`config.mk`:
```
export PLATFORM = sky130hd
export DESIGN_NAME = oled_frame_sched_flat
export DESIGN_NICKNAME = d
export VERILOG_FILES = /design/src/rtl/oled_frame_sched_if.sv /design/src/rtl/oled_frame_sched.sv /design/src/flat_wrapper.sv
export SDC_FILE = /design/constraint.sdc
export NUM_CORES = 1
export LEC_CHECK = 0
export CAP_MARGIN = 20
export CORE_AREA = 5 5 59 61
export DETAILED_ROUTE_END_ITERATION = 10
export DIE_AREA = 0 0 64 66
export DONT_BUFFER_PORTS = 1
export SLEW_MARGIN = 10
export SYNTH_ARGS = -nofsm -noshare
export SYNTH_HDL_FRONTEND = slang
export SYNTH_SLANG_ARGS = --single-unit
```
`constraint.sdc`:
```
create_clock -name clk -period 2.3 [get_ports clk]
set_input_delay 0.46 -clock clk [delete_from_list [all_inputs] [get_ports clk]]
set_output_delay 0.46 -clock clk [all_outputs]
set_load 0.02 [all_outputs]
```
`src/rtl/oled_frame_sched_if.sv`:
```
// oled_frame_sched_if: scan-pulse, position and
// update-slot handshake bundle for oled_frame_sched.
interface oled_frame_sched_if #(
  parameter int NREQ = 4
);
  logic            frame_begin;
  logic            sample_pixel;
  logic [6:0]      pixel_x;
  logic [5:0]      pixel_y;
  logic            scan_active;
  logic [NREQ-1:0] upd_req;
  logic [NREQ-1:0] upd_gnt;
  logic [NREQ-1:0] upd_done;
  logic            overrun;

  modport master (
    output frame_begin, sample_pixel,
    output upd_req, upd_done,
    input  pixel_x, pixel_y, scan_active,
    input  upd_gnt, overrun
  );

  modport slave (
    input  frame_begin, sample_pixel,
    input  upd_req, upd_done,
    output pixel_x, pixel_y, scan_active,
    output upd_gnt, overrun
  );
endinterface

```
`src/rtl/oled_frame_sched.sv`:
```
// oled_frame_sched: OLED scan position tracker with a
// blanking-window round-robin update-slot arbiter.
module oled_frame_sched #(
  parameter int WIDTH  = 96,
  parameter int HEIGHT = 64,
  parameter int NREQ   = 4
) (
  input  logic              clk,
  input  logic              rst_n,
  oled_frame_sched_if.slave bus
);
  localparam int IW = (NREQ > 1) ? $clog2(NREQ) : 1;

  typedef enum logic [1:0] {
    IDLE, SCAN, BLANK, GRANT
  } state_e;

  state_e          state_q, state_d;
  logic [6:0]      x_q, x_d;
  logic [5:0]      y_q, y_d;
  logic [NREQ-1:0] gnt_q, gnt_d;
  logic [IW-1:0]   gidx_q, gidx_d;
  logic [IW-1:0]   ptr_q, ptr_d;
  logic [IW-1:0]   sel_idx;
  logic [IW:0]     cand;
  logic            ovr_q, ovr_d;
  logic            sel_found;
  logic            last_x, last_y;

  assign last_x = (x_q == 7'(WIDTH - 1));
  assign last_y = (y_q == 6'(HEIGHT - 1));

  // Round-robin: first requester after the last grantee.
  always_comb begin
    sel_found = 1'b0;
    sel_idx   = '0;
    cand      = '0;
    for (int k = 1; k <= NREQ; k++) begin
      cand = {1'b0, ptr_q} + (IW+1)'(k);
      if (cand >= (IW+1)'(NREQ))
        cand = cand - (IW+1)'(NREQ);
      if (!sel_found && bus.upd_req[cand[IW-1:0]]) begin
        sel_found = 1'b1;
        sel_idx   = cand[IW-1:0];
      end
    end
  end

  always_comb begin
    state_d = state_q;
    x_d     = x_q;
    y_d     = y_q;
    gnt_d   = gnt_q;
    gidx_d  = gidx_q;
    ptr_d   = ptr_q;
    ovr_d   = ovr_q;
    if (bus.frame_begin) begin
      state_d = SCAN;
      x_d     = '0;
      y_d     = '0;
      gnt_d   = '0;
      if (state_q == GRANT) begin
        ptr_d = gidx_q;
        if (!bus.upd_done[gidx_q])
          ovr_d = 1'b1;
      end
    end else begin
      unique case (state_q)
        IDLE: ;
        SCAN: begin
          if (bus.sample_pixel) begin
            if (!last_x) begin
              x_d = x_q + 7'd1;
            end else if (!last_y) begin
              x_d = '0;
              y_d = y_q + 6'd1;
            end else begin
              state_d = BLANK;
            end
          end
        end
        BLANK: begin
          if (sel_found) begin
            state_d        = GRANT;
            gnt_d          = '0;
            gnt_d[sel_idx] = 1'b1;
            gidx_d         = sel_idx;
          end
        end
        GRANT: begin
          if (bus.upd_done[gidx_q]) begin
            state_d = BLANK;
            gnt_d   = '0;
            ptr_d   = gidx_q;
          end
        end
        default: state_d = IDLE;
      endcase
    end
  end

  always_ff @(posedge clk or negedge rst_n) begin
    if (!rst_n) begin
      state_q <= IDLE;
      x_q     <= '0;
      y_q     <= '0;
      gnt_q   <= '0;
      gidx_q  <= '0;
      ptr_q   <= IW'(NREQ - 1);
      ovr_q   <= 1'b0;
    end else begin
      state_q <= state_d;
      x_q     <= x_d;
      y_q     <= y_d;
      gnt_q   <= gnt_d;
      gidx_q  <= gidx_d;
      ptr_q   <= ptr_d;
      ovr_q   <= ovr_d;
    end
  end

  assign bus.pixel_x     = x_q;
  assign bus.pixel_y     = y_q;
  assign bus.scan_active = (state_q == SCAN);
  assign bus.upd_gnt     = gnt_q;
  assign bus.overrun     = ovr_q;
endmodule
```
`src/flat_wrapper.sv`:
```
// flat-port wrapper written by rule: the top's interface ports become plain ports
module oled_frame_sched_flat 
#(
  parameter int WIDTH  = 96,
  parameter int HEIGHT = 64,
  parameter int NREQ   = 4
)
  (clk, rst_n, bus_frame_begin, bus_sample_pixel, bus_upd_req, bus_upd_done, bus_pixel_x, bus_pixel_y, bus_scan_active, bus_upd_gnt, bus_overrun);
  oled_frame_sched_if #(.NREQ(NREQ)) bus_i ();
  input  logic clk;
  input  logic rst_n;
  input wire logic [$bits(bus_i.frame_begin)-1:0] bus_frame_begin;
  input wire logic [$bits(bus_i.sample_pixel)-1:0] bus_sample_pixel;
  input wire logic [$bits(bus_i.upd_req)-1:0] bus_upd_req;
  input wire logic [$bits(bus_i.upd_done)-1:0] bus_upd_done;
  output wire logic [$bits(bus_i.pixel_x)-1:0] bus_pixel_x;
  output wire logic [$bits(bus_i.pixel_y)-1:0] bus_pixel_y;
  output wire logic [$bits(bus_i.scan_active)-1:0] bus_scan_active;
  output wire logic [$bits(bus_i.upd_gnt)-1:0] bus_upd_gnt;
  output wire logic [$bits(bus_i.overrun)-1:0] bus_overrun;
  assign bus_i.frame_begin = bus_frame_begin;
  assign bus_i.sample_pixel = bus_sample_pixel;
  assign bus_i.upd_req = bus_upd_req;
  assign bus_i.upd_done = bus_upd_done;
  assign bus_pixel_x = bus_i.pixel_x;
  assign bus_pixel_y = bus_i.pixel_y;
  assign bus_scan_active = bus_i.scan_active;
  assign bus_upd_gnt = bus_i.upd_gnt;
  assign bus_overrun = bus_i.overrun;
  oled_frame_sched #(.WIDTH(WIDTH), .HEIGHT(HEIGHT), .NREQ(NREQ)) u_core (.clk(clk), .rst_n(rst_n), .bus(bus_i));
endmodule
```
==> qor.yml, run 1 <==
run_status:
  status: "complete, no violations"
sta:
  min_period_ns: 1.94
  final-setup-viol-count: 0
  rsz0062_at_grt: "no"
  fin_crit_sh_pct: 84.5
  hold_violations: 0
  max_freq_mhz: 515
  tightest_slew_ns: 0.605
  setup_tns_ns: 0
  drv_slew: 0
  slew_headroom_pct: 59.7
  fin_skew_ns: 0.0104
final_layout:
  diodes: 0
  synthToLayoutAreaGrowth_pct: 10.7
  fill_cells: 275
  drive_gt1_share_pct: 13.1
  nNetsFinal: 160
setup_path:
  start_kind: "flop"
  timing.rr.start: "u_core.bus.pixel_x[2]$_DFFE_PN0P_"
  crit_arrival_ns: 2.19
  worstPathMaxFanout: 9
  end_kind: "flop"
  path_class: "reg -> reg"
  critical_path.startpoint: "u_core.bus.pixel_x[2]$_DFFE_PN0P_"
  crit_required_ns: 2.55
placed_design:
  io_buffers: 0
  dp.final_hpwl_mm: 2.28
  gp_congestion: 0.839
flow_run:
  cap_viol_max_count: 0
grt:
  grt_antenna_before_repair: 0
  grt_usage_pct: 16.0
  grt_max_degree: 25
  overflow: 0
  first_global_vias: 1175
  grt_first_pass_wirelength_mm: 5.50
power_and_ir_drop:
  intPower_mw: 0.542
  clock_power_share_pct: 32.2
  p_leak_nw: 0.586
  swShare_pct: 22.9
  combPwrFrac_pct: 6.9
  finalPower_mw: 0.703
  p_seq_share_pct: 60.9
  power.switching_mw: 0.161
  p_per_area_mw_per_mm2: 478
  peakVddDrop_uv: 274
synth:
  synth.avg_cell_area_um2: 9.76
  synth_area_mm2: 0.00133
  ys_ff_latch: 24
  synth.net_count: 150
  synth-edff-count: 0
  ys_warn_count: 0
  synthDistinctLibCells: 42
  syn-instance-count: 136
  yosysSeqAreaShare_pct: 45.4
  ys.flop_type: "dfrtp_1"
  ys_async_sr_fraction_pct: 100
detailed_routing:
  drc: 0
  wl_per_cell_um: 17.3
  via_per_inst: 6.33
  ant_nets: 0
  vias: 1126
  drt_iter0_markers: 92
  drt_first_pass_iters: 4
  routed_wl_mm: 3.09
worst_hold_path:
  hp-class: "in -> reg"
  hp-start: "bus_frame_begin"
floorplanning:
  fp-row-count: 20
  initial_core_util_pct: 45.3
  core-area_mm2: 0.00293
  io_pins: 31
  dieArea_mm2: 0.00422
  die_height_um: 66
  fp.dieW_um: 64
clocking:
  clkSinkCount: 24
  cts_buffers: 3
  path_clk_slew_ns: 0.14
  cts_tree: "yes"
  root_buffer: "clkbuf_4"
  clk_path_buf_depth: 2
  clock_latency_ns: 0.32
  cts-htree-levels: 1
-- registers in the layout, indices dropped and copies added, names as in the netlist --
signal	count
u_core.ptr_q	2
u_core.bus.upd_gnt	4
u_core.gidx_q	2
u_core.bus.overrun	1
u_core.state_q	2
u_core.bus.pixel_y	6
u_core.bus.pixel_x	7
-- routing by layer --
metal | up-vias | GRT usage, % | wire length [µm]
met5 | - | 0 | 0
met4 | 0 | 7.01 | 43
met3 | 4 | 3.57 | 180
met2 | 34 | 27.5 | 1560
met1 | 546 | 18.9 | 1310
li1 | 542 | - | -
-- stage by stage --
step	utilization (%)	hold slack, ns	cells	instance area [µm²]	worst slack, ns
floorplan	-	0.164	136	1330	0.353
global placement	47.9	0.165	172	1400	0.419
detailed placement	47.9	0.165	172	1400	0.393
CTS	50.2	0.162	178	1470	0.351
global route	50.2	0.147	178	1470	0.208
finish	50.2	0.177	178	1470	0.357
-- placed cells by master (no fill, tap or decap), drive strengths merged, types with 3 or more instances in the layout --
master and instances:
a21oi 14, buf 8, clkbuf 4, dfrtp 22, inv 4, mux2 3
nand2 11, nand3 6, nand3b 3, nor2 3, nor2b 4, o21ai 10
o31ai 7, or3 7, or4 4
-- cells by family after synthesis --
logic type,after synthesis,share of synthesized area [%]
buffers and inverters,8,2.45
DFF,24,45.4
AOI/OAI and AO/OA,44,21.1
adders and majority gates,2,1.88
and+or+nand+nor,53,24.1
muxes,5,5.00
-- synthesized netlist by cell type, types with 2 or more instances --
cell      number  area [µm²]
inv_1          4        15.0
clkbuf_1       2        7.51
a31oi_1        2        12.5
and3_1         2        12.5
nand2_1       11        41.3
and2_1         2        12.5
or4_1          4        30.0
dfstp_2        2        52.6
and3b_1        2        17.5
nand3_1        6        30.0
o31ai_1        7        52.6
nor2_1         3        11.3
dfrtp_1       22         551
ha_1           2        25.0
nand3b_1       2        15.0
mux2_2         3        33.8
nor3_1         2        10.0
o21ai_0       10        50.1
a21oi_1       14        70.1
nor2b_1        4        25.0
or3_1          7        43.8
buf_2          2        10.0
nand2b_1       2        12.5
-- power by group through the flow --
stage	clock network, mW	logic (mW)	registers, mW
after detailed placement	0	0.0353	0.436
after floorplan	0	0.0258	0.440
after CTS	0.237	0.0498	0.428
after global routing	0.258	0.0547	0.429
after global placement	0	0.0347	0.436
final	0.227	0.0486	0.428
-- layout make-up --
cell class | instances | area, µm² | share of cell area, %
multi-input combinational | 104 | 692 | 47.1
sequential | 24 | 603 | 41.0
timing repair buffer | 9 | 82.6 | 5.62
tap | 33 | 41.3 | 2.81
clock buffer | 4 | 36.3 | 2.47
inverter | 4 | 15.0 | 1.02
-- critical path, stage by stage, from the launching register on --
cell	delay, ns
dfrtp_1	0.58
nand4b_1	0.18
or3_1	0.45
or4_1	0.51
a21oi_1	0.15
-- path summary, 6_finish.rpt --
path	slack (ns)	to	cells after the start
worst max-delay path	0.36	u_core.bus.pixel_y[3]$_DFFE_PN0P_	4
worst min-delay path	0.18	u_core.bus.pixel_x[2]$_DFFE_PN0P_	1
worst max register to register	0.36	u_core.bus.pixel_y[3]$_DFFE_PN0P_	4
worst min register to register	0.56	u_core.ptr_q[1]$_DFFE_PN1P_	1
max in group asynchronous	1.52	u_core.ptr_q[0]$_DFFE_PN1P_	2
min in group asynchronous	0.54	u_core.bus.pixel_y[1]$_DFFE_PN0P_	2
-- repair_timing --
item                                    in CTS  in global routing
hold buffers                                 2                  0
endpoints found under the setup margin       0                  0
resized for setup                            0                  0
hold endpoints to repair                    24                  0
setup buffers                                0                  0
Note: power is estimated with default switching activity, not from simulation.
==> run 2: changes to the inputs <==
==> constraint.sdc (replaced) <==
create_clock -name clk -period 1.57 [get_ports clk]
set_input_delay 0.314 -clock clk [delete_from_list [all_inputs] [get_ports clk]]
set_output_delay 0.314 -clock clk [all_outputs]
set_load 0.02 [all_outputs]
==> qor.yml, run 2 (same netlist as run 1, synthesis figures left out) <==
setup_path:
  crit_required_ns: 1.83  # -0.72 ns
  path_class: "reg -> reg"
  reg2reg_to: "u_core.bus.pixel_y[4]$_DFFE_PN0P_"
  start_kind: "flop"
  timing.rr.start: "u_core.bus.pixel_x[1]$_DFFE_PN0P_"
  rrSetupSlack_ns: -0.08  # -0.44 ns
  end_kind: "flop"
  crit_arrival_ns: 1.91  # -0.28 ns
  reg2reg_depth: 5  # +1
  worstPathMaxFanout: 9  # unchanged
sta:
  min_period_ns: 1.65  # -0.291 ns
  final-setup-viol-count: 8  # +8
  hold_violations: 0  # unchanged
  whs_ns: 0.0211  # -0.156 ns
  tightest_slew_ns: 0.489  # -0.116 ns
  rsz0062_at_grt: "yes"
  drv_slew: 0  # unchanged
  fin_crit_sh_pct: 105  # +21 points
  slew_headroom_pct: 67.3  # +7.7 points
  max_freq_mhz: 605  # +18%
  setup_ws_ns: -0.0822  # -0.439 ns
  setup_tns_ns: -0.297  # -0.297 ns
  fin_skew_ns: 0.00253  # -0.00786 ns
floorplanning:
  io_pins: 31  # unchanged
  fp-row-count: 20  # unchanged
  initial_core_util_pct: 45.3  # unchanged
  fp.dieW_um: 64  # unchanged
  die_height_um: 66  # unchanged
  core-area_mm2: 0.00293  # unchanged
  dieArea_mm2: 0.00422  # unchanged
worst_hold_path:
  worstHoldEndpoint: "u_core.bus.pixel_x[1]$_DFFE_PN0P_"
  hp-start: "bus_frame_begin"
  hp-class: "in -> reg"
  min_path_cells: 1  # unchanged
detailed_routing:
  routed_wl_mm: 3.65  # +18%
  drt_first_pass_iters: 5  # +1
  drc: 0  # unchanged
  drt_iter0_markers: 47  # -49%
  ant_nets: 0  # unchanged
  wl_per_cell_um: 17.5  # +1.2%
  via_per_inst: 6.01  # -4.9%
  vias: 1251  # +11%
power_and_ir_drop:
  p_leak_nw: 0.818  # +39%
  p_per_area_mw_per_mm2: 552  # +15%
  peakVddDrop_uv: 406  # +48%
final_layout:
  drive_gt1_share_pct: 50.9  # +38 points
  multi_input_area_um2: 897  # +30%
  utilization_pct: 65.3  # +15 points
  synthToLayoutAreaGrowth_pct: 43.9
  nNetsFinal: 190  # +19%
  diodes: 0  # unchanged
  largest_register_ffs: 7  # unchanged
  layout.cells.most_common: "buf_4"
  fill_cells: 231  # -16%
  final_cell_area_mm2: 0.00191  # +30%
  final_cell_mix: "buf_4, dfrtp_1, a21oi_2"
  seq_area_um2: 611  # +1.2%
clocking:
  cts_buffers: 3  # unchanged
  path_clk_slew_ns: 0.13  # about the same
  clk_path_buf_depth: 2  # unchanged
  clkSinkCount: 24  # unchanged
  hold_buffers: 1  # -1
  cts-htree-levels: 1  # unchanged
  cts_tree: "yes"
  root_buffer: "clkbuf_4"
  clock_latency_ns: 0.32  # about the same
grt:
  grt_first_pass_wirelength_mm: 5.86  # +6.5%
  grt_antenna_before_repair: 0  # unchanged
  first_global_vias: 1296  # +10%
  grt_max_degree: 25  # unchanged
  grt_usage_pct: 17.1  # +1.1 points
  overflow: 0  # unchanged
placed_design:
  io_buffers: 0  # unchanged
  placed_area_mm2: 0.00160  # +14%
  dp.final_hpwl_mm: 2.44  # +7.0%
  gp_congestion: 0.818  # -2.5%
run_status:
  status: "finished, violations left"
  violations: "negative setup slack"
flow_run:
  cap_viol_max_count: 0  # unchanged
==> run 2: changes by cell type in the layout (fill, tap and decap cells not counted), sizes merged <==
cell,before,now
buf,8,38
==> run 2: how the worst max path moves through the flow <==
stage,from,to,slack [ns],depth (start not counted)
floorplan,u_core.bus.pixel_x[1]$_DFFE_PN0P_,u_core.bus.pixel_y[4]$_DFFE_PN0P_,-0.20,6
global placement,u_core.bus.pixel_x[1]$_DFFE_PN0P_,u_core.bus.pixel_y[3]$_DFFE_PN0P_,-0.10,5
detailed placement,u_core.bus.pixel_x[1]$_DFFE_PN0P_,u_core.bus.pixel_y[4]$_DFFE_PN0P_,-0.16,5
CTS,u_core.bus.pixel_x[1]$_DFFE_PN0P_,u_core.bus.pixel_y[4]$_DFFE_PN0P_,-0.11,5
global route,u_core.bus.pixel_x[5]$_DFFE_PN0P_,u_core.state_q[0]$_DFFE_PN0P_,-0.15,6
finish,u_core.bus.pixel_x[1]$_DFFE_PN0P_,u_core.bus.pixel_y[4]$_DFFE_PN0P_,-0.08,5
==> run 2: power by group <==
group,total (mW),switching (mW),internal (mW)
clock,0.336,0.195,0.142
sequential,0.627,0.00411,0.623
combinational,0.0904,0.0534,0.0370
total,1.05,0.252,0.802
==> run 2: layer usage <==
layer  GRT usage, %  vias up  part of all wire, %
li1               -      603                    -
met1           20.8      612                   41
met2           29.6       31                   53
met3           3.57        5                  4.7
met4           5.97        0                  1.3
met5              0        -                    0
==> run 2: final cells by class <==
class / instances / area share, %
Clock buffer: 4 / 1.90
Multi-Input combinational cell: 104 / 47.0
Sequential cell: 24 / 32.0
Tap cell: 33 / 2.16
Inverter: 4 / 0.786
Timing Repair Buffer: 39 / 16.2
==> run 2: repair_timing <==
item                                    4_1_cts  5_1_grt
setup buffers                                 1        6
endpoints found under the hold margin        24        3
gates resized for setup                      11       40
pin swaps                                     6       11
cloned                                        0        1
endpoints found under the setup margin       21       22
==> run 2: through the flow <==
step / power, mW / worst slack (ns) / cells
after floorplan: 0.686 / -0.201 / 136
after global placement: 0.701 / -0.103 / 194
after detailed placement: 0.702 / -0.156 / 194
after CTS: 1.05 / -0.108 / 200
after global routing: 1.12 / -0.146 / 208
final: 1.05 / -0.0822 / 208
==> run 2: worst max-delay path: stages, from the launching register on <==
cell and delay, ns:
dfrtp_2 0.41, ha_4 0.15, nand2_4 0.06, or3_4 0.42
or4_4 0.43, a21oi_2 0.13
==> run 3: changes to the inputs <==
==> constraint.sdc (replaced) <==
create_clock -name clk -period 1.89 [get_ports clk]
set_input_delay 0.378 -clock clk [delete_from_list [all_inputs] [get_ports clk]]
set_output_delay 0.378 -clock clk [all_outputs]
set_load 0.02 [all_outputs]
==> qor.yml, run 3 (same netlist as run 1, synthesis figures left out) <==
sta:
  max_freq_mhz: 555  # -8.3%
  slew_headroom_pct: 63.2  # -4.1 points
  whs_ns: 0.0256  # +0.00445 ns
  tightest_slew_ns: 0.551  # +0.0629 ns
  fin_skew_ns: 0.00229  # -0.000242 ns
  hold_violations: 0  # unchanged
  setup_ws_ns: 0.0888  # +0.171 ns
  setup_tns_ns: 0  # +0.297 ns
  fin_crit_sh_pct: 95.3  # -9.9 points
  rsz0062_at_grt: "no"
  drv_slew: 0  # unchanged
  min_period_ns: 1.80  # +0.149 ns
  final-setup-viol-count: 0  # -8
placed_design:
  io_buffers: 0  # unchanged
  place_inst: 181  # -6.7%
  dp_slack_ns: 0.0601  # +0.216 ns
  gp_congestion: 0.817  # about the same
  placed_area_mm2: 0.00147  # -8.0%
  dp.final_hpwl_mm: 2.38  # -2.7%
power_and_ir_drop:
  peakVddDrop_uv: 359  # -12%
  power.switching_mw: 0.200  # -21%
  p_leak_nw: 0.636  # -22%
  combPwrFrac_pct: 6.1  # -2.5 points
  intPower_mw: 0.754  # -6.0%
  finalPower_mw: 0.954  # -9.6%
  swShare_pct: 20.9  # -3.0 points
  p_per_area_mw_per_mm2: 617  # +12%
  p_seq_share_pct: 54.5  # -5.0 points
  clock_power_share_pct: 39.4  # +7.5 points
detailed_routing:
  drt_first_pass_iters: 4  # -1
  via_per_inst: 6.26  # +4.1%
  routed_wl_mm: 3.14  # -14%
  ant_nets: 0  # unchanged
  vias: 1171  # -6.4%
  drt_iter0_markers: 82  # +74%
  wl_per_cell_um: 16.8  # -4.4%
  drc: 0  # unchanged
final_layout:
  nNetsFinal: 169  # -11%
  multi_input_area_um2: 699  # -22%
  fin_cells: 187  # -10%
  diodes: 0  # unchanged
  drive_gt1_share_pct: 21.4  # -29 points
  largest_register_ffs: 7  # unchanged
  final_cell_mix: "dfrtp_1, buf_4, a21oi_1"
  final_cell_area_mm2: 0.00155  # -19%
  fill_cells: 282  # +22%
  seq_area_um2: 606  # -0.82%
  layout.cells.most_common: "dfrtp_1"
  utilization_pct: 52.8  # -12 points
  synthToLayoutAreaGrowth_pct: 16.5
floorplanning:
  core-area_mm2: 0.00293  # unchanged
  fp.dieW_um: 64  # unchanged
  io_pins: 31  # unchanged
  fp-row-count: 20  # unchanged
  initial_core_util_pct: 45.3  # unchanged
  dieArea_mm2: 0.00422  # unchanged
  die_height_um: 66  # unchanged
grt:
  first_global_vias: 1147  # -11%
  grt_antenna_before_repair: 0  # unchanged
  grt_use_met3_pct: 4.42  # +0.85 points
  grt_first_pass_wirelength_mm: 5.48  # -6.5%
  grt_usage_pct: 16.0  # -1.1 points
  gr-usage-met1_pct: 20.9  # +0.084 points
  grt-busiest-layer: "met2"
  grt_max_degree: 25  # unchanged
  use_met2_pct: 26.3  # -3.4 points
  overflow: 0  # unchanged
setup_path:
  start_kind: "flop"
  cpMaxStageDelayCell: "or4_1"
  end_kind: "flop"
  crit_arrival_ns: 2.05  # +0.14 ns
  worstPathMaxFanout: 7  # -2
  path_class: "reg -> reg"
  crit_required_ns: 2.14  # +0.31 ns
  cp_top_family: "simple AND/OR/NAND/NOR gates"
  crit_chain: "ha_1, nand2_2, or3_4, or4_1, a21oi_1"
  critPathBufInv: 0  # unchanged
  crit_path_max_incr_delay_ns: 0.48  # +0.05 ns
clocking:
  path_clk_slew_ns: 0.14  # about the same
  clk_path_buf_depth: 2  # unchanged
  clock_latency_ns: 0.31  # about the same
  root_buffer: "clkbuf_4"
  cts_tree: "yes"
  cts-htree-levels: 1  # unchanged
  cts_buffers: 3  # unchanged
  clkSinkCount: 24  # unchanged
flow_run:
  cap_viol_max_count: 0  # unchanged
worst_hold_path:
  hp-class: "in -> async"
run_status:
  status: "complete, no violations"
==> run 3: cell count changes in the layout (fill, tap and decap cells not counted), moves of 3 or more <==
cell / previous run / this run
a21oi_1: 6 / 14
a21oi_2: 8 / 0
buf_4: 35 / 17
dfrtp_1: 16 / 20
dfrtp_2: 6 / 2
nand2_1: 7 / 10
o21ai_0: 3 / 10
o21ai_1: 3 / 0
o21ai_2: 3 / 0
o31ai_1: 4 / 7
==> run 3: worst reg2reg max path: stages (launching register included) <==
cell     delay [ns]
dfrtp_2        0.39
ha_1           0.18
nand2_2        0.09
or3_4          0.43
or4_1          0.48
a21oi_1        0.16
==> run 3: area by class of cell <==
type	count	area share, %
Inverter	4	0.971
Timing Repair Buffer	18	8.58
Multi-Input combinational cell	104	45.2
Tap cell	33	2.67
Sequential cell	24	39.2
Clock inverter	1	1.94
Clock buffer	3	1.46
==> run 3: worst paths after layout <==
kind / end / cells after the start / slack, ns / from
worst max-delay path: u_core.bus.pixel_y[3]$_DFFE_PN0P_ / 5 / 0.09 / u_core.bus.pixel_x[0]$_DFFE_PN0P_
worst min-delay path: u_core.bus.pixel_y[3]$_DFFE_PN0P_ / 1 / 0.03 / rst_n
worst max register to register: u_core.bus.pixel_y[3]$_DFFE_PN0P_ / 5 / 0.09 / u_core.bus.pixel_x[0]$_DFFE_PN0P_
worst min register to register: u_core.ptr_q[1]$_DFFE_PN1P_ / 1 / 0.57 / u_core.gidx_q[1]$_DFFE_PN0P_
max in group asynchronous: u_core.bus.pixel_x[1]$_DFFE_PN0P_ / 1 / 1.47 / rst_n
min in group clk: u_core.bus.pixel_x[1]$_DFFE_PN0P_ / 1 / 0.10 / bus_frame_begin
==> run 3: repair_timing <==
action / CTS / global route
setup buffers: 0 / 1
hold buffers: 1 / 0
resized for setup: 0 / 2
endpoints found under the hold margin: 24 / 0
setup endpoints to repair: 0 / 2
==> run 3: routing by layer <==
| layer | vias up | part of all wire [%] |
|---|---|---|
| li1 | 561 | - |
| met1 | 578 | 44 |
| met2 | 30 | 49 |
| met3 | 2 | 6.0 |
| met4 | 0 | 0.48 |
| met5 | - | 0 |
==> run 3: power groups by stage <==
stage	registers [mW]	logic [mW]	clock network, mW
floorplan	0.536	0.0314	0
global placement	0.529	0.0469	0
detailed placement	0.530	0.0476	0
CTS	0.520	0.0597	0.382
global route	0.521	0.0655	0.410
finish	0.520	0.0581	0.375
